**src/rtl/run_pkg.sv**
```systemverilog
// Shared types and helpers for the run controller.
//   state_t       : controller FSM states
//   default_start : reset value of start-table entry i (evenly spaced over the PC space)
package run_pkg;

  // StIdle/StLoad/StRun/StDone map to the IDLE/LOAD/RUN/DONE controller states.
  typedef enum logic [1:0] {StIdle, StLoad, StRun, StDone} state_t;

  function automatic int unsigned default_start(input int unsigned i, input int unsigned d,
                                                input int unsigned nprog);
    return i * ((32'd1 << d) / nprog);
  endfunction

endpackage

```
**src/rtl/run_ctrl_if.sv**
```systemverilog
// Host/core-facing bundle of the run controller.
//   master : host side (drives req/prog_sel/tmo_limit/cfg_*, forwards core halt)
//   slave  : controller side (drives core_rst/pc_load/start_pc and status)
interface run_ctrl_if #(
  parameter int unsigned D     = 10,
  parameter int unsigned NPROG = 4,
  parameter int unsigned CW    = 16,
  parameter int unsigned PW    = $clog2(NPROG)
);
  logic          req;
  logic [PW-1:0] prog_sel;
  logic [CW-1:0] tmo_limit;
  logic          cfg_we;
  logic [PW-1:0] cfg_idx;
  logic [D-1:0]  cfg_addr;
  logic          halt;
  logic          core_rst;
  logic          pc_load;
  logic [D-1:0]  start_pc;
  logic          busy;
  logic          done;
  logic          timeout;
  logic          req_drop;
  logic [CW-1:0] cycle_cnt;
  logic [PW-1:0] run_idx;

  modport master (
    output req, prog_sel, tmo_limit, cfg_we, cfg_idx, cfg_addr, halt,
    input  core_rst, pc_load, start_pc, busy, done, timeout, req_drop, cycle_cnt, run_idx
  );

  modport slave (
    input  req, prog_sel, tmo_limit, cfg_we, cfg_idx, cfg_addr, halt,
    output core_rst, pc_load, start_pc, busy, done, timeout, req_drop, cycle_cnt, run_idx
  );
endinterface

```
**src/rtl/start_table.sv**
```systemverilog
// Per-program start-PC table: NPROG x D registers.
//   i_clk, i_reset : clock, async active-low reset (entries return to default_start values)
//   i_we/i_widx/i_wdata : synchronous write port; out-of-range index ignored
//   i_ridx/o_rdata      : combinational read port; out-of-range index reads 0
module start_table
  import run_pkg::*;
#(
  parameter int unsigned D     = 10,
  parameter int unsigned NPROG = 4,
  parameter int unsigned PW    = $clog2(NPROG)
) (
  input  logic          i_clk,
  input  logic          i_reset,
  input  logic          i_we,
  input  logic [PW-1:0] i_widx,
  input  logic [D-1:0]  i_wdata,
  input  logic [PW-1:0] i_ridx,
  output logic [D-1:0]  o_rdata
);

  localparam logic [PW:0] NPROG_L = (PW+1)'(NPROG);

  logic [D-1:0] r_tab [NPROG];
  logic         w_wr_ok;
  logic         w_rd_ok;

  assign w_wr_ok = i_we && ({1'b0, i_widx} < NPROG_L);
  assign w_rd_ok = {1'b0, i_ridx} < NPROG_L;
  assign o_rdata = w_rd_ok ? r_tab[i_ridx] : '0;

  always_ff @(posedge i_clk or negedge i_reset) begin
    if (!i_reset) begin
      for (int unsigned i = 0; i < NPROG; i++) begin
        r_tab[i] <= D'(default_start(i, D, NPROG));
      end
    end else if (w_wr_ok) begin
      r_tab[i_widx] <= i_wdata;
    end
  end

endmodule

```
**src/rtl/run_ctrl.sv**
```systemverilog
// Run controller wrapping the CPU core: holds the core in reset between runs, loads a
// per-program start PC, counts RUN cycles, enforces a watchdog and queues one request.
//   i_clk   : clock
//   i_reset : async active-low reset
//   io_bus  : run_ctrl_if.slave (req/prog_sel/tmo_limit/cfg_*/halt in;
//             core_rst/pc_load/start_pc/busy/done/timeout/req_drop/cycle_cnt/run_idx out)
module run_ctrl
  import run_pkg::*;
#(
  parameter int unsigned D     = 10,
  parameter int unsigned NPROG = 4,
  parameter int unsigned CW    = 16,
  parameter int unsigned PW    = $clog2(NPROG)
) (
  input  logic        i_clk,
  input  logic        i_reset,
  run_ctrl_if.slave   io_bus
);

  localparam logic [PW:0] NPROG_L = (PW+1)'(NPROG);

  state_t        r_state, w_state_d;
  logic [PW-1:0] r_run_idx, w_run_idx_d;
  logic [D-1:0]  r_start_pc, w_start_pc_d;
  logic [CW-1:0] r_cnt, w_cnt_d;
  logic          r_timeout, w_timeout_d;
  logic          r_req_drop, w_req_drop_d;
  logic          r_pend_vld, w_pend_vld_d;
  logic [PW-1:0] r_pend_idx, w_pend_idx_d;
  logic [D-1:0]  r_pend_pc, w_pend_pc_d;

  logic          w_sel_ok;
  logic          w_req_ok;
  logic [D-1:0]  w_tab_rd;
  logic [CW-1:0] w_cnt_inc;

  start_table #(
    .D     (D),
    .NPROG (NPROG),
    .PW    (PW)
  ) u_start_table (
    .i_clk   (i_clk),
    .i_reset (i_reset),
    .i_we    (io_bus.cfg_we),
    .i_widx  (io_bus.cfg_idx),
    .i_wdata (io_bus.cfg_addr),
    .i_ridx  (io_bus.prog_sel),
    .o_rdata (w_tab_rd)
  );

  assign w_sel_ok  = {1'b0, io_bus.prog_sel} < NPROG_L;
  assign w_req_ok  = io_bus.req & w_sel_ok;
  assign w_cnt_inc = (&r_cnt) ? r_cnt : r_cnt + 1'b1;

  always_comb begin
    w_state_d    = r_state;
    w_run_idx_d  = r_run_idx;
    w_start_pc_d = r_start_pc;
    w_cnt_d      = r_cnt;
    w_timeout_d  = r_timeout;
    w_pend_vld_d = r_pend_vld;
    w_pend_idx_d = r_pend_idx;
    w_pend_pc_d  = r_pend_pc;
    // Out-of-range slot requests are discarded in every state.
    w_req_drop_d = io_bus.req & ~w_sel_ok;

    unique case (r_state)
      StIdle: begin
        if (w_req_ok) begin
          w_state_d    = StLoad;
          w_run_idx_d  = io_bus.prog_sel;
          w_start_pc_d = w_tab_rd;
          w_cnt_d      = '0;
          w_timeout_d  = 1'b0;
        end
      end
      StLoad, StRun: begin
        if (w_req_ok) begin
          if (r_pend_vld) begin
            w_req_drop_d = 1'b1;
          end else begin
            // Table is read now, so later cfg writes do not alter the queued run.
            w_pend_vld_d = 1'b1;
            w_pend_idx_d = io_bus.prog_sel;
            w_pend_pc_d  = w_tab_rd;
          end
        end
        if (r_state == StLoad) begin
          w_state_d = StRun;
        end else begin
          w_cnt_d = w_cnt_inc;
          // Halt has priority over a watchdog match in the same cycle.
          if (io_bus.halt) begin
            w_state_d   = StDone;
            w_timeout_d = 1'b0;
          end else if ((io_bus.tmo_limit != '0) && (w_cnt_inc == io_bus.tmo_limit)) begin
            w_state_d   = StDone;
            w_timeout_d = 1'b1;
          end
        end
      end
      StDone: begin
        if (r_pend_vld) begin
          w_state_d    = StLoad;
          w_run_idx_d  = r_pend_idx;
          w_start_pc_d = r_pend_pc;
          w_pend_vld_d = 1'b0;
          w_cnt_d      = '0;
          w_timeout_d  = 1'b0;
          // This cycle's acceptance slot is taken by the queued run.
          if (w_req_ok) w_req_drop_d = 1'b1;
        end else if (w_req_ok) begin
          w_state_d    = StLoad;
          w_run_idx_d  = io_bus.prog_sel;
          w_start_pc_d = w_tab_rd;
          w_cnt_d      = '0;
          w_timeout_d  = 1'b0;
        end
      end
      default: w_state_d = StIdle;
    endcase
  end

  always_ff @(posedge i_clk or negedge i_reset) begin
    if (!i_reset) begin
      r_state    <= StIdle;
      r_run_idx  <= '0;
      r_start_pc <= '0;
      r_cnt      <= '0;
      r_timeout  <= 1'b0;
      r_req_drop <= 1'b0;
      r_pend_vld <= 1'b0;
      r_pend_idx <= '0;
      r_pend_pc  <= '0;
    end else begin
      r_state    <= w_state_d;
      r_run_idx  <= w_run_idx_d;
      r_start_pc <= w_start_pc_d;
      r_cnt      <= w_cnt_d;
      r_timeout  <= w_timeout_d;
      r_req_drop <= w_req_drop_d;
      r_pend_vld <= w_pend_vld_d;
      r_pend_idx <= w_pend_idx_d;
      r_pend_pc  <= w_pend_pc_d;
    end
  end

  assign io_bus.core_rst  = (r_state != StRun);
  assign io_bus.pc_load   = (r_state == StLoad);
  assign io_bus.busy      = (r_state == StLoad) || (r_state == StRun);
  assign io_bus.done      = (r_state == StDone);
  assign io_bus.timeout   = r_timeout;
  assign io_bus.req_drop  = r_req_drop;
  assign io_bus.cycle_cnt = r_cnt;
  assign io_bus.run_idx   = r_run_idx;
  assign io_bus.start_pc  = r_start_pc;

endmodule

```
**src/flat_wrapper.sv**
```systemverilog
// flat-port wrapper written by rule: the top's interface ports become plain ports
module run_ctrl_flat import run_pkg::*;
#(
  parameter int unsigned D     = 10,
  parameter int unsigned NPROG = 4,
  parameter int unsigned CW    = 16,
  parameter int unsigned PW    = $clog2(NPROG)
)
  (i_clk, i_reset, io_bus_req, io_bus_prog_sel, io_bus_tmo_limit, io_bus_cfg_we, io_bus_cfg_idx, io_bus_cfg_addr, io_bus_halt, io_bus_core_rst, io_bus_pc_load, io_bus_start_pc, io_bus_busy, io_bus_done, io_bus_timeout, io_bus_req_drop, io_bus_cycle_cnt, io_bus_run_idx);
  run_ctrl_if #(.D(D), .NPROG(NPROG), .CW(CW), .PW(PW)) io_bus_i ();
  input  logic i_clk;
  input  logic i_reset;
  input wire logic [$bits(io_bus_i.req)-1:0] io_bus_req;
  input wire logic [$bits(io_bus_i.prog_sel)-1:0] io_bus_prog_sel;
  input wire logic [$bits(io_bus_i.tmo_limit)-1:0] io_bus_tmo_limit;
  input wire logic [$bits(io_bus_i.cfg_we)-1:0] io_bus_cfg_we;
  input wire logic [$bits(io_bus_i.cfg_idx)-1:0] io_bus_cfg_idx;
  input wire logic [$bits(io_bus_i.cfg_addr)-1:0] io_bus_cfg_addr;
  input wire logic [$bits(io_bus_i.halt)-1:0] io_bus_halt;
  output wire logic [$bits(io_bus_i.core_rst)-1:0] io_bus_core_rst;
  output wire logic [$bits(io_bus_i.pc_load)-1:0] io_bus_pc_load;
  output wire logic [$bits(io_bus_i.start_pc)-1:0] io_bus_start_pc;
  output wire logic [$bits(io_bus_i.busy)-1:0] io_bus_busy;
  output wire logic [$bits(io_bus_i.done)-1:0] io_bus_done;
  output wire logic [$bits(io_bus_i.timeout)-1:0] io_bus_timeout;
  output wire logic [$bits(io_bus_i.req_drop)-1:0] io_bus_req_drop;
  output wire logic [$bits(io_bus_i.cycle_cnt)-1:0] io_bus_cycle_cnt;
  output wire logic [$bits(io_bus_i.run_idx)-1:0] io_bus_run_idx;
  assign io_bus_i.req = io_bus_req;
  assign io_bus_i.prog_sel = io_bus_prog_sel;
  assign io_bus_i.tmo_limit = io_bus_tmo_limit;
  assign io_bus_i.cfg_we = io_bus_cfg_we;
  assign io_bus_i.cfg_idx = io_bus_cfg_idx;
  assign io_bus_i.cfg_addr = io_bus_cfg_addr;
  assign io_bus_i.halt = io_bus_halt;
  assign io_bus_core_rst = io_bus_i.core_rst;
  assign io_bus_pc_load = io_bus_i.pc_load;
  assign io_bus_start_pc = io_bus_i.start_pc;
  assign io_bus_busy = io_bus_i.busy;
  assign io_bus_done = io_bus_i.done;
  assign io_bus_timeout = io_bus_i.timeout;
  assign io_bus_req_drop = io_bus_i.req_drop;
  assign io_bus_cycle_cnt = io_bus_i.cycle_cnt;
  assign io_bus_run_idx = io_bus_i.run_idx;
  run_ctrl #(.D(D), .NPROG(NPROG), .CW(CW), .PW(PW)) u_core (.i_clk(i_clk), .i_reset(i_reset), .io_bus(io_bus_i));
endmodule
```
**config.mk**
```make
export PLATFORM = sky130hd
export DESIGN_NAME = run_ctrl_flat
export DESIGN_NICKNAME = d
export VERILOG_FILES = /design/src/rtl/run_pkg.sv /design/src/rtl/run_ctrl_if.sv /design/src/rtl/start_table.sv /design/src/rtl/run_ctrl.sv /design/src/flat_wrapper.sv
export SDC_FILE = /design/constraint.sdc
export NUM_CORES = 1
export LEC_CHECK = 0
export ABC_AREA = 1
export BUFFER_PORTS_ARGS = -buffer_cell sky130_fd_sc_hd__buf_2
export CAP_MARGIN = 20
export CORE_MARGIN = 4
export CORE_UTILIZATION = 25
export CTS_BUF_LIST = sky130_fd_sc_hd__clkbuf_4 sky130_fd_sc_hd__clkbuf_8 sky130_fd_sc_hd__clkbuf_16
export DETAILED_ROUTE_END_ITERATION = 8
export MAX_ROUTING_LAYER = met4
export SLEW_MARGIN = 10
export SYNTH_ARGS = -nofsm -noshare
export SYNTH_HDL_FRONTEND = slang
export SYNTH_HIERARCHICAL = 1
export SYNTH_SLANG_ARGS = --single-unit
```
**constraint.sdc**
```tcl
create_clock -name i_clk -period 2 [get_ports i_clk]
set_clock_uncertainty 0.05 [all_clocks]
set_input_delay 0.2 -clock i_clk [delete_from_list [all_inputs] [get_ports i_clk]]
set_output_delay 0.2 -clock i_clk [all_outputs]
set_load 0.05 [all_outputs]
```
After elaboration in Yosys (flattened, before gate mapping)
Index checks and enable logic that the tools add are counted.
{ "classes": {"addsub": 1, "order_cmp": 3, "n_eq_ne": 9, "n_mux": 36, "bitwise": 3, "n_reduce_logical": 12} }
{ "op_table": {"columns": ["operator", "count"], "rows": [
  ["2-to-1 mux 16 bit", 4],
  ["2-to-1 mux 10 bit", 5],
  ["one-hot mux 16 bit (3 select lines)", 1],
  ["bitwise mux 40 bit", 1],
  ["binary-select mux 10 bit (select 2 bit)", 1],
  ["demux 10 bit (select 2 bit)", 1],
  ["one-hot mux 10 bit (2 select lines)", 1],
  ["adder 16 x 1 -> 16 bit, second input constant", 1],
  ["equality test 16 bit", 1],
  ["AND reduction 16 bit", 1],
  ["nonzero test 16 bit", 1],
  ["2-to-1 mux 2 bit", 7],
  ["2-to-1 mux 1 bit", 10],
  [">= comparator 3 bit, second input constant", 2],
  ["!= test 2 bit, second input constant", 3],
  ["inverter 2 -> 3 bit", 2],
  ["one-hot mux 2 bit (3 select lines)", 1],
  ["equality test 2 bit, second input constant", 2],
  ["!= test 4 x 3 -> 1 bit, second input constant", 1],
  ["one-hot mux 1 bit (2 select lines)", 2],
  ["one-hot mux 2 bit (2 select lines)", 1],
  ["AND reduction 2 bit", 2],
  ["nonzero test 2 bit", 2],
  ["less-than comparator 3 x 1 -> 1 bit, second input constant", 1],
  ["9 further kinds", 10]
]} }
{ "totals": {"regBits": 85, "input_bits": 35, "out_inout_bits": 34} }

Depth between registers and ports, before layout
{ "depth": {"ltp_word": 8, "mapped_depth": 17, "depth_no_buf": 17} }

Modules after synthesis
Netlist, hierarchy kept.
{ "by_module_without_submodules": {"columns": ["module", "n_inst", "cells_per_inst", "area_each_um2", "seq_area_each_um2"], "rows": [
  ["run_ctrl", 1, 407, 2935.3, 1126.1],
  ["start_table", 1, 295, 2157.1, 1006.0]
]} }

Least setup slack after synthesis
OpenSTA, ideal clock, no wires.
{ "synth_path": {"path_type": "register to register", "startpoint": "register u_core.r_cnt[0], in the netlist u_core/io_bus.cycle_cnt[0]", "endpoint": "register u_core.r_timeout, in the netlist u_core/io_bus.timeout", "arrival_time_ps": 2231, "required_time_ps": 1831, "slack_ps": -401, "path_stages_with_launch": 16, "n_path_buf": 1, "path_cell_list": "dfrtp_1 -> ha_1 -> nand3_2 -> nor2_4 -> nand2_4 -> buf_6 -> nand2_2 -> nand2_1 -> nand2_1 -> nand3_1 -> nor3_2 -> nand2_2 -> nand2_2 -> nand2_1 -> nand2_1 -> nand2_1"} }
{ "synth_between": {"elab_chain_len": 6, "elab_cells_between_ends": 7, "cone_classes": "add/sub (1); eq/ne (2); mux (1); reduce/logical (3)"} }
{ "synth_lines": {"columns": ["item", "line_no", "rtl"], "rows": [
  ["start: declaration", "run_ctrl.sv:25", "logic [CW-1:0] r_cnt, w_cnt_d;"],
  ["start signal: assignment", "run_ctrl.sv:139", "r_cnt <= w_cnt_d;"],
  ["adder 16 x 1 -> 16 bit / AND reduction 16 bit (equally long branches)", "run_ctrl.sv:53", "assign w_cnt_inc = (&r_cnt) ? r_cnt : r_cnt + 1'b1;"],
  ["2-to-1 mux 16 bit *", "run_ctrl.sv:53", null],
  ["equality test 16 bit *", "run_ctrl.sv:96", "end else if ((io_bus.tmo_limit != '0) && (w_cnt_inc == io_bus.tmo_limit)) begin"],
  ["logical AND 1 bit *", "run_ctrl.sv:96", null],
  ["!= test 3 x 2 -> 1 bit (no line) *", null, null],
  ["AND reduction 2 bit (no line) *", null, null],
  ["end signal: assignment", "run_ctrl.sv:140", "r_timeout <= w_timeout_d;"],
  ["end: declaration", "run_ctrl.sv:26", "logic r_timeout, w_timeout_d;"]
]} }
Mark *: on every way between the ends. The rest lies on a longest branch, timed or not.
A chain may end at the register's enable or synchronous reset.

Worst setup path in the final report
{ "layout_path": {"startpoint": "register u_core.r_cnt[1], in the netlist u_core/io_bus.cycle_cnt[1]", "endpoint": "register u_core.r_timeout, in the netlist u_core/io_bus.timeout"} }
Same word-level chain as after synthesis.

==> results.json <==
{
  "grt_pass1_wl_microns": 24200,
  "yosys.cell_count.top_type": "nand2_1",
  "cp-startpoint": "u_core/io_bus.cycle_cnt[1]",
  "routed_wl_microns": 14800,
  "violations": "negative setup slack",
  "cp_cell_sequence": "ha_4, nand3_4, nor2_4, nand2_4, nand2_4, nand2_1, nand2_1, nand3_2, nor2_2, nand2_1, nor2_2, nand2_2, nand2_2, nand2_1, nand2_1, nand2_1",
  "holdWs_ns": 0.0481,
  "grt_max_degree": 41,
  "cpPeakStageDelay_ns": 0.42,
  "leakage_nw": 3.46,
  "cp.arrival_ns": 2.25,
  "drt_pass1_iterations": 5,
  "end_kind": "flip-flop",
  "grt_util_all_layers": 0.138,
  "critPathKind": "flip-flop to flip-flop",
  "dpl.cell_count": 1064,
  "fin_ws_ns": -0.0581,
  "start_util": 0.258,
  "synth_edf_count": 0,
  "wl_met1_microns": 7150,
  "yosysTopAreaCell": "dfrtp_1",
  "grt_pass1_vias": 4668,
  "place.gp.congestion": 0.885,
  "rows": 51,
  "r2r_start": "u_core/io_bus.cycle_cnt[1]",
  "fillers": 2083,
  "syn_area_sq_um": 5090,
  "h-tree-depth": 3,
  "powerDensity_nw_per_um2": 1120,
  "path_clk_slew_ns": 0.07,
  "route.vias.total": 4937,
  "r2r_slack_ns": -0.06,
  "async_flop_share": 1.00,
  "p_total_mw": 7.38,
  "wire_per_inst_microns": 13.6,
  "antenna_found_initial": 0,
  "cts_inserted_buffers": 9,
  "stdcell_count": 1089,
  "dpl_worst_slack_ns": -0.0803,
  "port_buffers": 68,
  "peakVddDrop_v": 0.000599,
  "critPathSlowestCell": "dfrtp_2",
  "grt_overflow": 0,
  "path_max_fanout": 8,
  "syn_avg_cell_area_sq_um": 7.25,
  "clockBufferDepth": 2,
  "maxCapViolCount": 0,
  "drive_above_1_share": 0.295,
  "synth_top_area_frac": 0.398,
  "final_nets": 861,
  "drv_slew": 0,
  "drc": 0,
  "wl_met3_microns": 925,
  "fin_area_sq_um": 6620,
  "dp_hpwl_microns": 10800,
  "fin_crit_ns": 2.06,
  "regArea_sq_um": 2150,
  "boundaryPins": 69,
  "yosysSeqAreaShare": 0.419,
  "die_w_microns": 151,
  "finalHoldViolCount": 0,
  "synthFlopType": "dfrtp_1",
  "timing.slew.headroom": 0.637,
  "synth_nets": 744,
  "finalCritPeriodShare": 1.03,
  "first_iter_violations": 371,
  "crit_top_cell": "nand2_1",
  "multiInputGateArea_sq_um": 2500,
  "rsz0062_at_grt": "true",
  "insertion_delay_ns": 0.35,
  "area.growth.synth_to_final_pct": 30.0,
  "synth_cell_types": 32,
  "hold_class": "input pin to flip-flop",
  "syn_inst": 702,
  "ys_seq_elements": 85,
  "vias_per_cell": 4.53,
  "die_h_microns": 151,
  "fmax_mhz": 486,
  "critPathLaunchType": "flip-flop",
  "tightest_slew_ns": 0.544,
  "placed_cell_area_sq_um": 6120,
  "setup_viol": 3,
  "cts_tree": "done",
  "cp.required_ns": 2.19,
  "highest_layer": "met4",
  "synth_common_cells": "nand2_1 (204), inv_1 (118), nand3_1 (95), dfrtp_1 (81), o21ai_0 (41)",
  "antenna_cells": 0,
  "status": "finished, violations left",
  "hold_start": "io_bus_cfg_addr[8]",
  "wl_met2_microns": 6500,
  "netlist_top_cells_area": "dfrtp_1 (40%), nand2_1 (15%), nand3_1 (9.3%), inv_1 (8.7%), o21ai_0 (4.0%)",
  "yosysWarnings": 6,
  "numClockSinks": 85,
  "antenna_left": 0,
  "fp.dieArea_sq_um": 22700,
  "ctsRootBufferMaster": "clkbuf_16",
  "core_area_sq_um": 19700
}
[cells by family after synthesis]
logic type | synth area share
simple gates | 0.338
buf+inv | 0.116
flops | 0.419
compound gates | 0.0774
mux | 0.0221
fa+ha+maj | 0.0172
xor+xnor | 0.0103
[where the power goes]
| part | switching, mW | internal [mW] | leakage, nW |
|---|---|---|---|
| Clock | 0.789 | 1.01 | 0.158 |
| Sequential | 0.257 | 2.17 | 1.03 |
| Combinational | 2.15 | 1.01 | 2.27 |
| Total | 3.19 | 4.18 | 3.46 |
[flip-flops by register name (all words and copies together), names as in the netlist]
signal                      count
u_core/io_bus.cycle_cnt        16
u_core/io_bus.req_drop          1
u_core/io_bus.run_idx           2
u_core/io_bus.start_pc         10
u_core/io_bus.timeout           1
u_core/r_pend_idx               2
u_core/r_pend_pc               10
u_core/r_pend_vld               1
u_core/r_state                  2
u_core/u_start_table/r_tab     40
[worst max-delay path: cells and delay by family (launching register included)]
kind | cells | cell delay [ns]
DFF | 1 | 0.42
adders and majority gates | 1 | 0.17
and+or+nand+nor | 15 | 1.30
[path summary, 6_finish.rpt]
kind	to	cells after the start
worst max-delay path	u_core/io_bus.timeout	16
worst min-delay path	u_core/u_start_table/r_tab[8]	3
worst max register to register	u_core/io_bus.timeout	16
worst min register to register	u_core/u_start_table/r_tab[19]	2
max in group asynchronous	u_core/u_start_table/r_tab[8]	3
min in group asynchronous	u_core/io_bus.cycle_cnt[3]	2
[cell type report]
| class | count | share of cell area |
|---|---|---|
| clock inverter | 7 | 0.0142 |
| clock buffer | 9 | 0.0340 |
| timing repair buffer | 133 | 0.130 |
| sequential | 85 | 0.325 |
| inverter | 120 | 0.0681 |
| multi-input combinational | 470 | 0.378 |
| tap | 265 | 0.0501 |
[through the flow]
step	utilization	setup TNS [ns]
global route	0.336	-0.549
finish	0.336	-0.137
floorplan	-	-0.0703
detailed placement	0.310	-0.158
CTS	0.333	-0.0916
global placement	0.310	-0.193
[layout by cell type (no fill, tap or decap), drive strengths merged, types with 3 or more instances in the layout]
cell type  synthesis  routed
o211ai             3       3
nand4             31      31
clkbuf             8       9
o21ai             54      54
o22ai              5       5
xor2               5       5
mux2              10      10
buf               19     132
a21oi              5       5
inv              119     122
dfrtp             81      81
nor2              34      34
ha                 7       7
nand2            212     212
clkinv             1       4
dfstp              4       4
nand3            100     100
[per-layer routing]
metal / track usage / vias to the layer above
met5: - / -
met4: 0.0399 / 0
met3: 0.0298 / 17
met2: 0.203 / 141
met1: 0.192 / 2296
li1: - / 2483
[repair_timing]
action / 4_1_cts / 5_1_grt
cloned: 0 / 0
endpoints found under the hold margin: 30 / 0
setup endpoints to repair: 3 / 15
resized for setup: 22 / 11
pin swaps: 22 / 16
buffers inserted: 5 / 3
hold buffers: 1 / 0
No activity file was read; power rests on OpenSTA's default activity.
